File: src/rtl/ps_led_ctrl_pkg.sv
// ps_led_pkg: shared encodings and field positions for the PS7 LED driver.
//   mode_e       : per-channel mode carried in cfg[MODE_HI:MODE_LO]
//   CFG_W/ARG_W  : config byte width and argument field width
//   BLINK_CNT_W  : width of the per-channel blink tick counter
//   BREATHE_STEP : ticks per duty step of the breathe triangle
//                  (used only when LED_BREATHE_EN is defined)
package ps_led_pkg;

  typedef enum logic [1:0] {
    MODE_OFF   = 2'b00,
    MODE_ON    = 2'b01,
    MODE_BLINK = 2'b10,
    MODE_PWM   = 2'b11
  } mode_e;

  localparam int CFG_W        = 8;
  localparam int MODE_HI      = 7;
  localparam int MODE_LO      = 6;
  localparam int ARG_W        = 6;
  localparam int PWM_W        = 6;
  localparam int BLINK_CNT_W  = 9;
  localparam int BREATHE_STEP = 4;

endpackage

File: src/rtl/ps_led_ctrl_if.sv
// ps_led_if: software-facing bundle of the LED driver.
//   cfg_i    : NCH config bytes (master -> slave)
//   commit_i : commit toggle, asynchronous to clk (master -> slave)
//   ack_o    : commit level echoed once the config is applied
//   led_o    : registered LED drive
//   tick_o   : one-cycle pulse every PRESC clk cycles
interface ps_led_if #(parameter int NCH = 2);
  logic [NCH*8-1:0] cfg_i;
  logic             commit_i;
  logic             ack_o;
  logic [NCH-1:0]   led_o;
  logic             tick_o;

  modport master (output cfg_i, output commit_i,
                  input ack_o, input led_o, input tick_o);
  modport slave  (input cfg_i, input commit_i,
                  output ack_o, output led_o, output tick_o);
endinterface

File: src/rtl/ps_led_ctrl_chan.sv
// ps_led_chan: one LED channel. Decodes the active config byte and holds the
// blink counter/phase (and breathe duty when LED_BREATHE_EN is defined).
//   clk, rst    : clock, asynchronous active-high reset
//   cfg_i       : active config byte ([7:6] mode, [5:0] arg)
//   tick_i      : prescaler tick
//   pwm_cnt_i   : shared 6-bit PWM phase
//   chg_i       : this channel's byte is being replaced on this edge
//   lit_o       : unregistered lit flag (polarity applied at the top)
// Optional feature macro: LED_BREATHE_EN (PWM arg=0 becomes a breathe ramp).
module ps_led_chan
  import ps_led_pkg::*;
(
  input  logic             clk,
  input  logic             rst,
  input  logic [CFG_W-1:0] cfg_i,
  input  logic             tick_i,
  input  logic [PWM_W-1:0] pwm_cnt_i,
  input  logic             chg_i,
  output logic             lit_o
);

  mode_e                  mode;
  logic [ARG_W-1:0]       arg;
  logic [BLINK_CNT_W-1:0] blink_cnt_q, blink_cnt_d;
  logic                   phase_q, phase_d;
  logic [BLINK_CNT_W-1:0] blink_last;
  logic [PWM_W-1:0]       pwm_ref;

  assign mode       = mode_e'(cfg_i[MODE_HI:MODE_LO]);
  assign arg        = cfg_i[ARG_W-1:0];
  // Last count of a half-period: (arg+1)*8-1 == {arg, 3'b111}
  assign blink_last = {arg, 3'b111};

  // A byte change wins over a coincident tick; outside BLINK the counter idles at 0.
  always_comb begin
    blink_cnt_d = blink_cnt_q;
    phase_d     = phase_q;
    if (chg_i || mode != MODE_BLINK) begin
      blink_cnt_d = '0;
      phase_d     = 1'b0;
    end else if (tick_i) begin
      if (blink_cnt_q == blink_last) begin
        blink_cnt_d = '0;
        phase_d     = ~phase_q;
      end else begin
        blink_cnt_d = blink_cnt_q + BLINK_CNT_W'(1);
      end
    end
  end

  always_ff @(posedge clk or posedge rst) begin
    if (rst) begin
      blink_cnt_q <= '0;
      phase_q     <= 1'b0;
    end else begin
      blink_cnt_q <= blink_cnt_d;
      phase_q     <= phase_d;
    end
  end

`ifdef LED_BREATHE_EN
  localparam int SUB_W = $clog2(BREATHE_STEP);

  logic [SUB_W-1:0] sub_q, sub_d;
  logic [PWM_W-1:0] duty_q, duty_d;
  logic             up_q, up_d;
  logic             breathe;

  assign breathe = (mode == MODE_PWM) && (arg == '0);

  // Triangle 0..63..0: direction flips as the duty lands on 63 or on 0.
  always_comb begin
    sub_d  = sub_q;
    duty_d = duty_q;
    up_d   = up_q;
    if (chg_i) begin
      sub_d  = '0;
      duty_d = '0;
      up_d   = 1'b1;
    end else if (breathe && tick_i) begin
      if (sub_q == SUB_W'(BREATHE_STEP - 1)) begin
        sub_d = '0;
        if (up_q) begin
          duty_d = duty_q + PWM_W'(1);
          if (duty_q == PWM_W'(62)) up_d = 1'b0;
        end else begin
          duty_d = duty_q - PWM_W'(1);
          if (duty_q == PWM_W'(1)) up_d = 1'b1;
        end
      end else begin
        sub_d = sub_q + SUB_W'(1);
      end
    end
  end

  always_ff @(posedge clk or posedge rst) begin
    if (rst) begin
      sub_q  <= '0;
      duty_q <= '0;
      up_q   <= 1'b1;
    end else begin
      sub_q  <= sub_d;
      duty_q <= duty_d;
      up_q   <= up_d;
    end
  end

  assign pwm_ref = breathe ? duty_q : arg;
`else
  // arg=0 compares pwm < 0, which is never true: constantly dark.
  assign pwm_ref = arg;
`endif

  always_comb begin
    lit_o = 1'b0;
    case (mode)
      MODE_OFF:   lit_o = 1'b0;
      MODE_ON:    lit_o = 1'b1;
      MODE_BLINK: lit_o = ~phase_q;
      MODE_PWM:   lit_o = (pwm_cnt_i < pwm_ref);
      default:    lit_o = 1'b0;
    endcase
  end

endmodule

File: src/rtl/ps_led_ctrl.sv
// ps_led_ctrl: multi-channel LED driver between PS7 GPIO and board LEDs.
//   clk : single clock domain      rst : asynchronous active-high reset
//   bus : ps_led_if slave (cfg_i, commit_i in; ack_o, led_o, tick_o out)
// Holds the commit synchroniser/latch, tick prescaler, shared PWM phase
// counter and the polarity-corrected LED output register.
// Optional feature macro: LED_BREATHE_EN (handled inside ps_led_chan).
module ps_led_ctrl
  import ps_led_pkg::*;
#(
  parameter int NCH     = 2,
  parameter int PRESC   = 25000,
  parameter int PWM_DIV = 16,
  parameter int POL     = 1
)(
  input  logic     clk,
  input  logic     rst,
  ps_led_if.slave  bus
);

  localparam int PRESC_W = (PRESC > 1) ? $clog2(PRESC) : 1;
  localparam int PDIV_W  = (PWM_DIV > 1) ? $clog2(PWM_DIV) : 1;
  localparam logic [NCH-1:0] LED_DARK = (POL != 0) ? '0 : '1;

  logic [2:0]           sync_q, sync_d;
  logic                 commit_edge;
  logic                 ack_q, ack_d;
  logic [NCH*CFG_W-1:0] act_q, act_d;
  logic [PRESC_W-1:0]   presc_q, presc_d;
  logic                 presc_wrap;
  logic                 tick_q, tick_d;
  logic [PDIV_W-1:0]    pdiv_q, pdiv_d;
  logic                 pdiv_wrap;
  logic [PWM_W-1:0]     pwm_q, pwm_d;
  logic [NCH-1:0]       led_q, led_d;
  logic [NCH-1:0]       lit;
  logic [NCH-1:0]       chg;

  // sync_q[1:0] is the synchroniser, sync_q[2] the edge-detect history.
  assign commit_edge = sync_q[2] ^ sync_q[1];
  assign presc_wrap  = (presc_q == PRESC_W'(PRESC - 1));
  assign pdiv_wrap   = (pdiv_q == PDIV_W'(PWM_DIV - 1));

  always_comb begin
    sync_d  = {sync_q[1:0], bus.commit_i};
    ack_d   = ack_q;
    act_d   = act_q;
    // cfg_i is held stable by software across the handshake, so it is
    // sampled directly on the synchronised commit edge.
    if (commit_edge) begin
      ack_d = sync_q[1];
      act_d = bus.cfg_i;
    end
    presc_d = presc_wrap ? '0 : presc_q + PRESC_W'(1);
    tick_d  = presc_wrap;
    pdiv_d  = pdiv_wrap ? '0 : pdiv_q + PDIV_W'(1);
    pwm_d   = pdiv_wrap ? pwm_q + PWM_W'(1) : pwm_q;
    led_d   = (POL != 0) ? lit : ~lit;
  end

  always_ff @(posedge clk or posedge rst) begin
    if (rst) begin
      sync_q  <= '0;
      ack_q   <= 1'b0;
      act_q   <= '0;
      presc_q <= '0;
      tick_q  <= 1'b0;
      pdiv_q  <= '0;
      pwm_q   <= '0;
      led_q   <= LED_DARK;
    end else begin
      sync_q  <= sync_d;
      ack_q   <= ack_d;
      act_q   <= act_d;
      presc_q <= presc_d;
      tick_q  <= tick_d;
      pdiv_q  <= pdiv_d;
      pwm_q   <= pwm_d;
      led_q   <= led_d;
    end
  end

  // Only channels whose byte actually changes restart their blink/breathe state.
  for (genvar gi = 0; gi < NCH; gi++) begin : g_chan
    assign chg[gi] = commit_edge &&
                     (bus.cfg_i[gi*CFG_W +: CFG_W] != act_q[gi*CFG_W +: CFG_W]);

    ps_led_chan u_chan (
      .clk       (clk),
      .rst       (rst),
      .cfg_i     (act_q[gi*CFG_W +: CFG_W]),
      .tick_i    (tick_q),
      .pwm_cnt_i (pwm_q),
      .chg_i     (chg[gi]),
      .lit_o     (lit[gi])
    );
  end

  assign bus.ack_o  = ack_q;
  assign bus.led_o  = led_q;
  assign bus.tick_o = tick_q;

endmodule

File: src/flat_wrapper.sv
// flat-port wrapper written by rule: the top's interface ports become plain ports
module ps_led_ctrl_flat import ps_led_pkg::*;
#(
  parameter int NCH     = 2,
  parameter int PRESC   = 25000,
  parameter int PWM_DIV = 16,
  parameter int POL     = 1
)
  (clk, rst, bus_cfg_i, bus_commit_i, bus_ack_o, bus_led_o, bus_tick_o);
  ps_led_if #(.NCH(NCH)) bus_i ();
  input  logic clk;
  input  logic rst;
  input wire logic [$bits(bus_i.cfg_i)-1:0] bus_cfg_i;
  input wire logic [$bits(bus_i.commit_i)-1:0] bus_commit_i;
  output wire logic [$bits(bus_i.ack_o)-1:0] bus_ack_o;
  output wire logic [$bits(bus_i.led_o)-1:0] bus_led_o;
  output wire logic [$bits(bus_i.tick_o)-1:0] bus_tick_o;
  assign bus_i.cfg_i = bus_cfg_i;
  assign bus_i.commit_i = bus_commit_i;
  assign bus_ack_o = bus_i.ack_o;
  assign bus_led_o = bus_i.led_o;
  assign bus_tick_o = bus_i.tick_o;
  ps_led_ctrl #(.NCH(NCH), .PRESC(PRESC), .PWM_DIV(PWM_DIV), .POL(POL)) u_core (.clk(clk), .rst(rst), .bus(bus_i));
endmodule
File: config.mk
export PLATFORM = sky130hd
export DESIGN_NAME = ps_led_ctrl_flat
export DESIGN_NICKNAME = d
export VERILOG_FILES = /design/src/rtl/ps_led_ctrl_pkg.sv /design/src/rtl/ps_led_ctrl_if.sv /design/src/rtl/ps_led_ctrl_chan.sv /design/src/rtl/ps_led_ctrl.sv /design/src/flat_wrapper.sv
export SDC_FILE = /design/constraint.sdc
export NUM_CORES = 1
export LEC_CHECK = 0
export ABC_AREA = 1
export BUFFER_PORTS_ARGS = -buffer_cell sky130_fd_sc_hd__buf_2
export CORE_MARGIN = 3
export CORE_UTILIZATION = 45
export CTS_CLUSTER_DIAMETER = 30
export DETAILED_ROUTE_END_ITERATION = 16
export PLACE_DENSITY = 0.65
export SETUP_SLACK_MARGIN = 0.4
export SYNTH_ARGS = -nofsm -noshare
export SYNTH_HDL_FRONTEND = slang
export SYNTH_SLANG_ARGS = --single-unit
File: constraint.sdc
create_clock -name clk -period 2.9 [get_ports clk]
set_clock_uncertainty 0.15 [all_clocks]
set_input_delay 0.725 -clock clk [delete_from_list [all_inputs] [get_ports clk]]
set_output_delay 0.725 -clock clk [all_outputs]
set_load 0.05 [all_outputs]
==> results_dict.tcl, run 1 <==
set metrics [dict create \
    status "complete, no violations" \
    cp_slowest_cell "dfrtp_1" \
    cp.required_ns 2.03 \
    coreArea_sq_um 8460 \
    synth-async-reset-ratio 1.00 \
    clock.fmax_mhz 489 \
    crit_type "reg -> out" \
    yosysMostFrequentCell "nand2_1" \
    drt_iter0_markers 155 \
    grt.total_usage 0.172 \
    cp.arrival_ns 1.17 \
    syn_avg_cell_area_sq_um 7.73 \
    synth_top_area_cell "dfrtp_1" \
    cp_cell_sequence "buf_4 > buf_2" \
    htree_levels 3 \
    area_growth_pct 9.80 \
    synth_cell_types 35 \
    grt_antenna_before_repair 0 \
    cts_tree "yes" \
    synth_area_leaders "dfrtp_1 (42%), nand2_1 (15%), inv_1 (6.1%)" \
    cts.sinks 68 \
    maxSlewViolCount 0 \
    grt_pass1_wl_um 13900 \
    synth-xor-area-share 0.0912 \
    postCtsSetupRepairBufs 0 \
    hold_path_class "reg -> reg" \
    ctsRootBufferMaster "clkbuf_8" \
    antenna_cells 0 \
    finalHoldViolCount 0 \
    synthFlopType "dfrtp_1" \
    finalCritPeriodShare 0.705 \
    setup_slack_ns 0.854 \
    portBuffers 22 \
    cts.clk_slew.worst_paths_ns 0.07 \
    pre_cts_slack_ns 0.756 \
    place_congestion 0.885 \
    synth_top_area_share 0.422 \
    routed_via_density 4.87 \
    fin_tns_setup_ns 0 \
    synth_seq_cells 68 \
    clock_latency_ns 0.34 \
    cts_made_buffers 9 \
    core.rowCount 33 \
    end_kind "output pin" \
    relSlewSlack 0.668 \
    drive_gt1_frac 0.126 \
    synth_cells 522 \
    antenna_left 0 \
    synth-compound-area-share 0.0518 \
    rsz0062_at_grt "no" \
    first_pass_iters 4 \
    syn-cell-area_sq_um 4030 \
    synth_top_family_by_area "simple AND/OR/NAND/NOR gates" \
    worst_pin_slew_ns 0.494 \
    ctsResizeCount 0 \
    initial_core_util 0.477 \
    setup_viol 0 \
    yosysWarnings 0 \
    dp_hpwl_um 5920 \
    drv_cap 0 \
    synth-simple-area-share 0.311 \
    vias 3213 \
    fp.dieH_um 101 \
    die_area_sq_um 10100 \
    worstPathMaxFanout 14 \
    grt_overflow 0 \
    p_leak_nw 2.22 \
    holdBufCountCts 0 \
    ir_drop_v 0.000213 \
    drt_wl_total_um 7970 \
    synth_top_cells_by_count "nand2_1 (164), dfrtp_1 (68), inv_1 (66)" \
    synth_fp_nets 556 \
    cpPeakStageDelay_ns 0.33 \
    die_w_um 101 \
    synth-edff-count 0 \
    ys_seq_area_frac 0.422 \
    power_density_nw_per_um2 442 \
    drc 0 \
    yosys.area_share.adder 0.0465 \
    grt_max_degree 69 \
    min_period_ns 2.05 \
    synth_mux_area_frac 0 \
    cp-start-kind "flip-flop" \
    finalNetCount 585 \
    num_io_pins 23 \
    clock_path_buffers 2 \
    wl_per_cell_um 12.1 \
    grt_pass1_vias 3068 \
]
-- report_power, final --
part | total [mW] | internal, mW | switching, mW | leakage [nW]
Sequential | 1.03 | 0.989 | 0.0375 | 0.877
Clock | 0.658 | 0.301 | 0.357 | 0.0779
Combinational | 0.272 | 0.0961 | 0.176 | 1.26
Total | 1.96 | 1.39 | 0.571 | 2.22
-- state kept, by name, indices dropped and copies added (netlist names), 2 cells and up --
signal	cells
u_core.act_q	16
u_core.g_chan.u_chan.phase_q	2
u_core.presc_q	15
u_core.bus.led_o	2
u_core.pwm_q	6
u_core.pdiv_q	4
u_core.g_chan.u_chan.blink_cnt_q	18
u_core.sync_q	3
-- cell usage in the layout (no fill, tap or decap), types with 3 or more instances in the layout --
cell,instances
dfrtp_1,68
ha_1,15
nor2_2,7
nor2_1,42
o21ai_0,21
nor3_1,9
nand4_1,5
nor3b_1,3
clkinv_2,3
nand3_2,5
nand2_2,6
nand3_1,23
nand3b_1,8
xor2_1,20
xnor2_1,22
nand2_1,164
inv_1,65
inv_2,6
a21oi_1,10
buf_2,22
clkinvlp_4,3
clkbuf_8,9
-- kinds of logic (layout without fill, tap and decap cells) --
kind of cell	after synthesis	in the layout
AND/OR/NAND/NOR	280	280
buffers and inverters	79	112
flip-flops	68	68
XOR/XNOR	42	42
AO/OA/AOI/OAI	38	38
adder cells (fa/ha/maj)	15	15
-- through the flow --
| stage | hold WS, ns | std cells | utilization | power, mW | area, sq um |
|---|---|---|---|---|---|
| 2_1_floorplan | 0.181 | 522 | - | 1.24 | 4040 |
| 6_report | 0.199 | 660 | 0.523 | 1.96 | 4430 |
| 3_3_place_gp | 0.182 | 645 | 0.505 | 1.31 | 4270 |
| 3_5_place_dp | 0.185 | 645 | 0.505 | 1.32 | 4270 |
| 4_1_cts | 0.202 | 660 | 0.523 | 1.99 | 4430 |
| 5_1_grt | 0.224 | 660 | 0.523 | 2.07 | 4430 |
-- critical path: cells and delay by family, from the launching register on --
family | cells | cell delay (ns)
buf+inv | 2 | 0.51
flops | 1 | 0.33
-- layout make-up --
type / instances / area [sq um]
fill: 801 / 4040
inverter: 72 / 274
multi-input combinational: 375 / 2020
clock buffer: 10 / 128
tap: 105 / 131
sequential: 68 / 1700
clock inverter: 5 / 30.0
timing repair buffer: 25 / 145
-- path summary, 6_finish.rpt --
check	from	to	slack, ns	cells after the start
max reg2reg	u_core.act_q[0]$_DFFE_PP0P_	u_core.g_chan[0].u_chan.blink_cnt_q[5]$_DFFE_PP0P_	1.11	11
max	u_core.bus.tick_o$_DFF_PP0_	bus_tick_o	0.85	2
min reg2reg	u_core.sync_q[0]$_DFF_PP0_	u_core.sync_q[1]$_DFF_PP0_	0.20	0
min in group asynchronous	rst	u_core.presc_q[14]$_DFF_PP0_	0.33	3
max in group asynchronous	rst	u_core.act_q[15]$_DFFE_PP0P_	1.99	3
min	u_core.sync_q[0]$_DFF_PP0_	u_core.sync_q[1]$_DFF_PP0_	0.20	0
-- routing by layer --
layer | routed length [um] | global-route usage
met1 | 3940 | 0.235
met2 | 3650 | 0.273
met3 | 284 | 0.0270
met4 | 97 | 0.0736
met5 | 0 | 0
Note: power is estimated with default switching activity, not from simulation.
==> inputs of run 2 (changes only) <==
==> constraint.sdc (replaced) <==
create_clock -name clk -period 2.11 [get_ports clk]
set_clock_uncertainty 0.15 [all_clocks]
set_input_delay 0.5275 -clock clk [delete_from_list [all_inputs] [get_ports clk]]
set_output_delay 0.5275 -clock clk [all_outputs]
set_load 0.05 [all_outputs]
==> results_dict.tcl, run 2 (synthesized netlist as in run 1, its figures left out) <==
set metrics [dict create \
    status "complete, no violations" \
    holdBufCountCts 0 \
    cp-start-kind "flip-flop" \
    combPwrFrac 0.159 \
    cts_made_buffers 9 \
    p_clk_frac 0.350 \
    intPower_mw 2.07 \
    grt_pass1_wl_um 14200 \
    setup_viol 0 \
    rsz0062_at_grt "yes" \
    antenna_left 0 \
    cp.required_ns 2.23 \
    dpl-instance-area_sq_um 4290 \
    seqPwrFrac 0.492 \
    reg_top3 "u_core.g_chan.u_chan.blink_cnt_q: 18 flops, u_core.act_q: 16 flops, u_core.presc_q: 15 flops" \
    grt_use_met3 0.0374 \
    end_kind "flip-flop" \
    maxSlewViolCount 0 \
    drv_cap 0 \
    drc 0 \
    postLayoutCellArea_sq_um 4730 \
    mostFrequentLayoutCell "nand2_1" \
    switchingPower_mw 0.792 \
    dp_hpwl_um 6000 \
    grt_antenna_before_repair 0 \
    num_io_pins 23 \
    fin_util 0.559 \
    relSlewSlack 0.708 \
    drive_gt1_frac 0.188 \
    die_w_um 101 \
    grt_max_degree 26 \
    grt_overflow 0 \
    worst_hold_slack_ns 0.0498 \
    routed_via_density 4.95 \
    clock_path_buffers 2 \
    clock_latency_ns 0.34 \
    coreArea_sq_um 8460 \
    totalPowerFinal_mw 2.86 \
    mostFrequentLayoutCells "nand2_1 (162), dfrtp_1 (67), inv_1 (64), nor2_1 (33), nand3_1 (24)" \
    ir_drop_v 0.000452 \
    ctsRootBufferMaster "clkbuf_8" \
    area_growth_pct 17.3 \
    cp.arrival_ns 1.79 \
    finalHoldViolCount 0 \
    place_congestion 0.833 \
    cts_tree "yes" \
    fp.dieH_um 101 \
    worstPathMaxFanout 3 \
    largest_reg_flops 18 \
    wl_per_cell_um 12.4 \
    grt.busiest_layer "met2" \
    grtUsageMet1 0.243 \
    min_period_ns 1.66 \
    crit_type "reg -> reg" \
    top_register "u_core.g_chan.u_chan.blink_cnt_q" \
    drt_iter0_markers 192 \
    cts.sinks 68 \
    htree_levels 3 \
    initial_core_util 0.477 \
    portBuffers 22 \
    vias 3372 \
    p_leak_nw 2.34 \
    drt_wl_total_um 8440 \
    finalNetCount 605 \
    grtUsageMet2 0.270 \
    hold_path_class "in -> async" \
    ff2ff_path_depth 10 \
    grt.total_usage 0.173 \
    first_pass_iters 5 \
    power_density_nw_per_um2 605 \
    antenna_cells 0 \
    finalCritPeriodShare 0.787 \
    cts.clk_slew.worst_paths_ns 0.07 \
    worst_pin_slew_ns 0.437 \
    clock.fmax_mhz 602 \
    fin_tns_setup_ns 0 \
    swShare 0.277 \
    grt_pass1_vias 3082 \
    core.rowCount 33 \
    num-fill-cells 789 \
    die_area_sq_um 10100 \
]
run 2: area by class of cell:
class | instances | area [sq um] | share of cell area
repair buffers | 42 | 273 | 0.0577
clock inverters | 6 | 55.1 | 0.0116
flip-flops and latches | 68 | 1700 | 0.360
repair inverters | 1 | 5.00 | 0.00106
clock buffers | 10 | 128 | 0.0270
inverters | 72 | 279 | 0.0590
multi-input cells | 377 | 2160 | 0.456
well taps | 105 | 131 | 0.0278
run 2: stage by stage:
step	cells	setup slack, ns
4_1_cts	663	0.407
3_3_place_gp	647	0.240
3_5_place_dp	647	0.200
5_1_grt	681	0.312
6_report	681	0.449
2_1_floorplan	522	0.554
run 2: critical path, cell delays in order (launching register included):
cell and delay [ns]:
dfrtp_1 0.43, ha_4 0.17, nand2_1 0.06, nor2_2 0.16
nand3_1 0.11, xor2_1 0.16, inv_1 0.06, nand2_1 0.06
nor2_2 0.12, nand2_1 0.06, nand2_1 0.05
run 2: repair_timing:
| item | 4_1_cts | 5_1_grt |
|---|---|---|
| setup endpoints to repair | 10 | 25 |
| setup buffers | 0 | 15 |
| gates cloned | 0 | 3 |
| pin swaps | 0 | 15 |
| gates resized for setup | 6 | 26 |
run 2: worst paths after layout:
check	from	to	slack, ns
setup reg to reg	u_core.g_chan[0].u_chan.blink_cnt_q[0]$_DFFE_PP0P_	u_core.g_chan[0].u_chan.blink_cnt_q[6]$_DFFE_PP0P_	0.45
setup / recovery	u_core.g_chan[0].u_chan.blink_cnt_q[0]$_DFFE_PP0P_	u_core.g_chan[0].u_chan.blink_cnt_q[6]$_DFFE_PP0P_	0.45
max in group asynchronous	rst	u_core.bus.led_o[1]$_DFF_PP0_	1.24
min in group clk	bus_commit_i	u_core.sync_q[0]$_DFF_PP0_	0.15
hold / removal	rst	u_core.pdiv_q[2]$_DFF_PP0_	0.05
hold reg to reg	u_core.sync_q[0]$_DFF_PP0_	u_core.sync_q[1]$_DFF_PP0_	0.20
run 2: routing by layer:
metal,vias to the layer above,part of all wire
li1,1724,-
met5,-,0
met3,9,0.049
met1,1557,0.47
met2,82,0.47
met4,0,0.011
run 2: power groups by stage:
stage	combinational (mW)	clock, mW	sequential [mW]
after global placement	0.374	0	1.43
after detailed placement	0.382	0	1.43
after global routing	0.516	1.10	1.41
final	0.454	1.00	1.41
after CTS	0.390	1.04	1.41
after floorplan	0.251	0	1.46
==> inputs of run 3 (changes only) <==
--- a/config.mk
+++ b/config.mk
@@ -11,7 +11,7 @@
 export CORE_UTILIZATION = 45
 export CTS_CLUSTER_DIAMETER = 30
 export DETAILED_ROUTE_END_ITERATION = 16
-export PLACE_DENSITY = 0.65
+export PLACE_DENSITY = 0.67
 export SETUP_SLACK_MARGIN = 0.4
 export SYNTH_ARGS = -nofsm -noshare
 export SYNTH_HDL_FRONTEND = slang
==> constraint.sdc (replaced) <==
create_clock -name clk -period 1.4 [get_ports clk]
set_clock_uncertainty 0.15 [all_clocks]
set_input_delay 0.35 -clock clk [delete_from_list [all_inputs] [get_ports clk]]
set_output_delay 0.35 -clock clk [all_outputs]
set_load 0.05 [all_outputs]
==> results_dict.tcl, run 3 (synthesized netlist as in run 1, its figures left out) <==
set metrics [dict create \
    top_register "u_core.g_chan.u_chan.blink_cnt_q" \
    cp.required_ns 1.49 \
    worst_hold_slack_ns -0.0681 \
    first_pass_iters 4 \
    fp.dieH_um 101 \
    drive_gt1_frac 0.441 \
    p_leak_nw 3.02 \
    area_growth_pct 51.8 \
    fin_tns_setup_ns -8.61 \
    violations "negative hold slack, negative setup slack" \
    min_period_ns 1.74 \
    wl_per_cell_um 14.5 \
    ir_drop_v 0.000428 \
    drv_cap 0 \
    clock_latency_ns 0.35 \
    cts_tree "yes" \
    grt_pass1_wl_um 17700 \
    finalCritPeriodShare 1.24 \
    seqPwrFrac 0.440 \
    dp_hpwl_um 6760 \
    relSlewSlack 0.739 \
    cts.clk_slew.worst_paths_ns 0.07 \
    setup_slack_ns -0.335 \
    initial_core_util 0.477 \
    coreArea_sq_um 8460 \
    end_kind "flip-flop" \
    drt_wl_total_um 11300 \
    finalHoldViolCount 68 \
    worst_pin_slew_ns 0.392 \
    routed_via_density 5.00 \
    cts.sinks 68 \
    cp-start-kind "flip-flop" \
    swShare 0.297 \
    vias 3898 \
    num_io_pins 23 \
    drc 0 \
    htree_levels 3 \
    intPower_mw 3.40 \
    holdBufCountCts 1 \
    largest_reg_flops 18 \
    mostFrequentLayoutCell "nand2_1" \
    hold_path_class "in -> async" \
    power_density_nw_per_um2 791 \
    fin_cells 780 \
    clock.fmax_mhz 576 \
    place_congestion 0.872 \
    maxSlewViolCount 0 \
    r2r_slack_ns -0.34 \
    switchingPower_mw 1.44 \
    status "finished with violations" \
    setup_viol 57 \
    grt_antenna_before_repair 0 \
    totalPowerFinal_mw 4.85 \
    grt_pass1_vias 3935 \
    core.rowCount 33 \
    portBuffers 22 \
    combPwrFrac 0.231 \
    cp.arrival_ns 1.83 \
    clock_path_buffers 2 \
    reg_top3 "u_core.g_chan.u_chan.blink_cnt_q: 18 flops, u_core.act_q: 16 flops, u_core.presc_q: 15 flops" \
    crit_type "reg -> reg" \
    die_w_um 101 \
    timing.rr.end "u_core.g_chan[0].u_chan.blink_cnt_q[6]$_DFFE_PP0P_" \
    cts_made_buffers 9 \
    num-fill-cells 588 \
    grt.total_usage 0.218 \
    drt_iter0_markers 220 \
    r2r-start "u_core.act_q[2]$_DFFE_PP0P_" \
    worstPathMaxFanout 7 \
    antenna_left 0 \
    mostFrequentLayoutCells "nand2_1 (132), buf_4 (81), dfrtp_1 (62), inv_1 (53), buf_6 (35)" \
    startpoint "u_core.act_q[2]$_DFFE_PP0P_" \
    die_area_sq_um 10100 \
    grt_overflow 0 \
    ctsRootBufferMaster "clkbuf_8" \
    antenna_cells 0 \
    grt_max_degree 69 \
    rsz0062_at_grt "yes" \
    p_clk_frac 0.329 \
    finalNetCount 705 \
    ff2ff_path_depth 9 \
    placedCellCount 732 \
    fin_util 0.724 \
]
## run 3: cell count changes in the layout (fill, tap and decap cells not counted), sizes merged
cell / before / now
buf: 42 / 143
nand3: 30 / 29
dlygate4sd3: 0 / 1
clkinv: 7 / 0
clkinvlp: 1 / 2
inv: 70 / 71
clkbuf: 10 / 13
## run 3: power by group through the flow
stage               clock (mW)  sequential, mW  combinational (mW)
floorplan                    0            2.20               0.414
global placement             0            2.15               0.776
detailed placement           0            2.16               0.796
CTS                       1.59            2.12               0.985
global route              1.70            2.14                1.21
finish                    1.60            2.13                1.12
## run 3: through the flow
stage                     area [sq um]  worst slack [ns]
after floorplan                   4180            -0.110
after global placement            5040            -0.267
after detailed placement          5040            -0.321
after CTS                         5740            -0.218
after global routing              6120            -0.395
final                             6120            -0.335
## run 3: final cells by class
| type | instances | area (sq um) | area share |
|---|---|---|---|
| Clock inverter | 2 | 37.5 | 0.00613 |
| Tap cell | 105 | 131 | 0.0215 |
| Clock buffer | 13 | 139 | 0.0227 |
| Timing Repair Buffer | 144 | 1280 | 0.209 |
| Inverter | 72 | 282 | 0.0460 |
| Sequential cell | 68 | 1710 | 0.279 |
| Multi-Input combinational cell | 376 | 2550 | 0.416 |
## run 3: worst max-delay path: stages (launching register included)
cell	delay, ns
dfrtp_1	0.41
xnor2_1	0.22
nand2_2	0.11
nor2_2	0.13
nand2_1	0.09
nand2_2	0.12
nand3_4	0.13
buf_8	0.16
nand2_1	0.06
nand2_1	0.04
## run 3: worst max path at each step
stage                                                              end  slack (ns)  cells past startpoint
floorplan                                 u_core.presc_q[12]$_DFF_PP0_       -0.11                     10
global placement    u_core.g_chan[0].u_chan.blink_cnt_q[8]$_DFFE_PP0P_       -0.27                     12
detailed placement         u_core.g_chan[1].u_chan.phase_q$_DFFE_PP0P_       -0.32                      6
CTS                 u_core.g_chan[0].u_chan.blink_cnt_q[1]$_DFFE_PP0P_       -0.22                     11
global route        u_core.g_chan[0].u_chan.blink_cnt_q[1]$_DFFE_PP0P_       -0.40                      9
finish              u_core.g_chan[0].u_chan.blink_cnt_q[6]$_DFFE_PP0P_       -0.34                      9
## run 3: what timing repair did
item / CTS / global route
resized for setup: 90 / 75
pin swaps: 43 / 41
cloned: 3 / 0
hold endpoints to repair: 69 / 68
endpoints found under the setup margin: 67 / 68
buffers inserted: 13 / 16
## run 3: per-layer routing
metal	GRT usage	routed length (um)	vias to the layer above
met5	0	0	-
met1	0.282	4850	1882
met3	0.0346	305	22
met2	0.370	5910	67
met4	0.0756	230	0
li1	-	-	1927
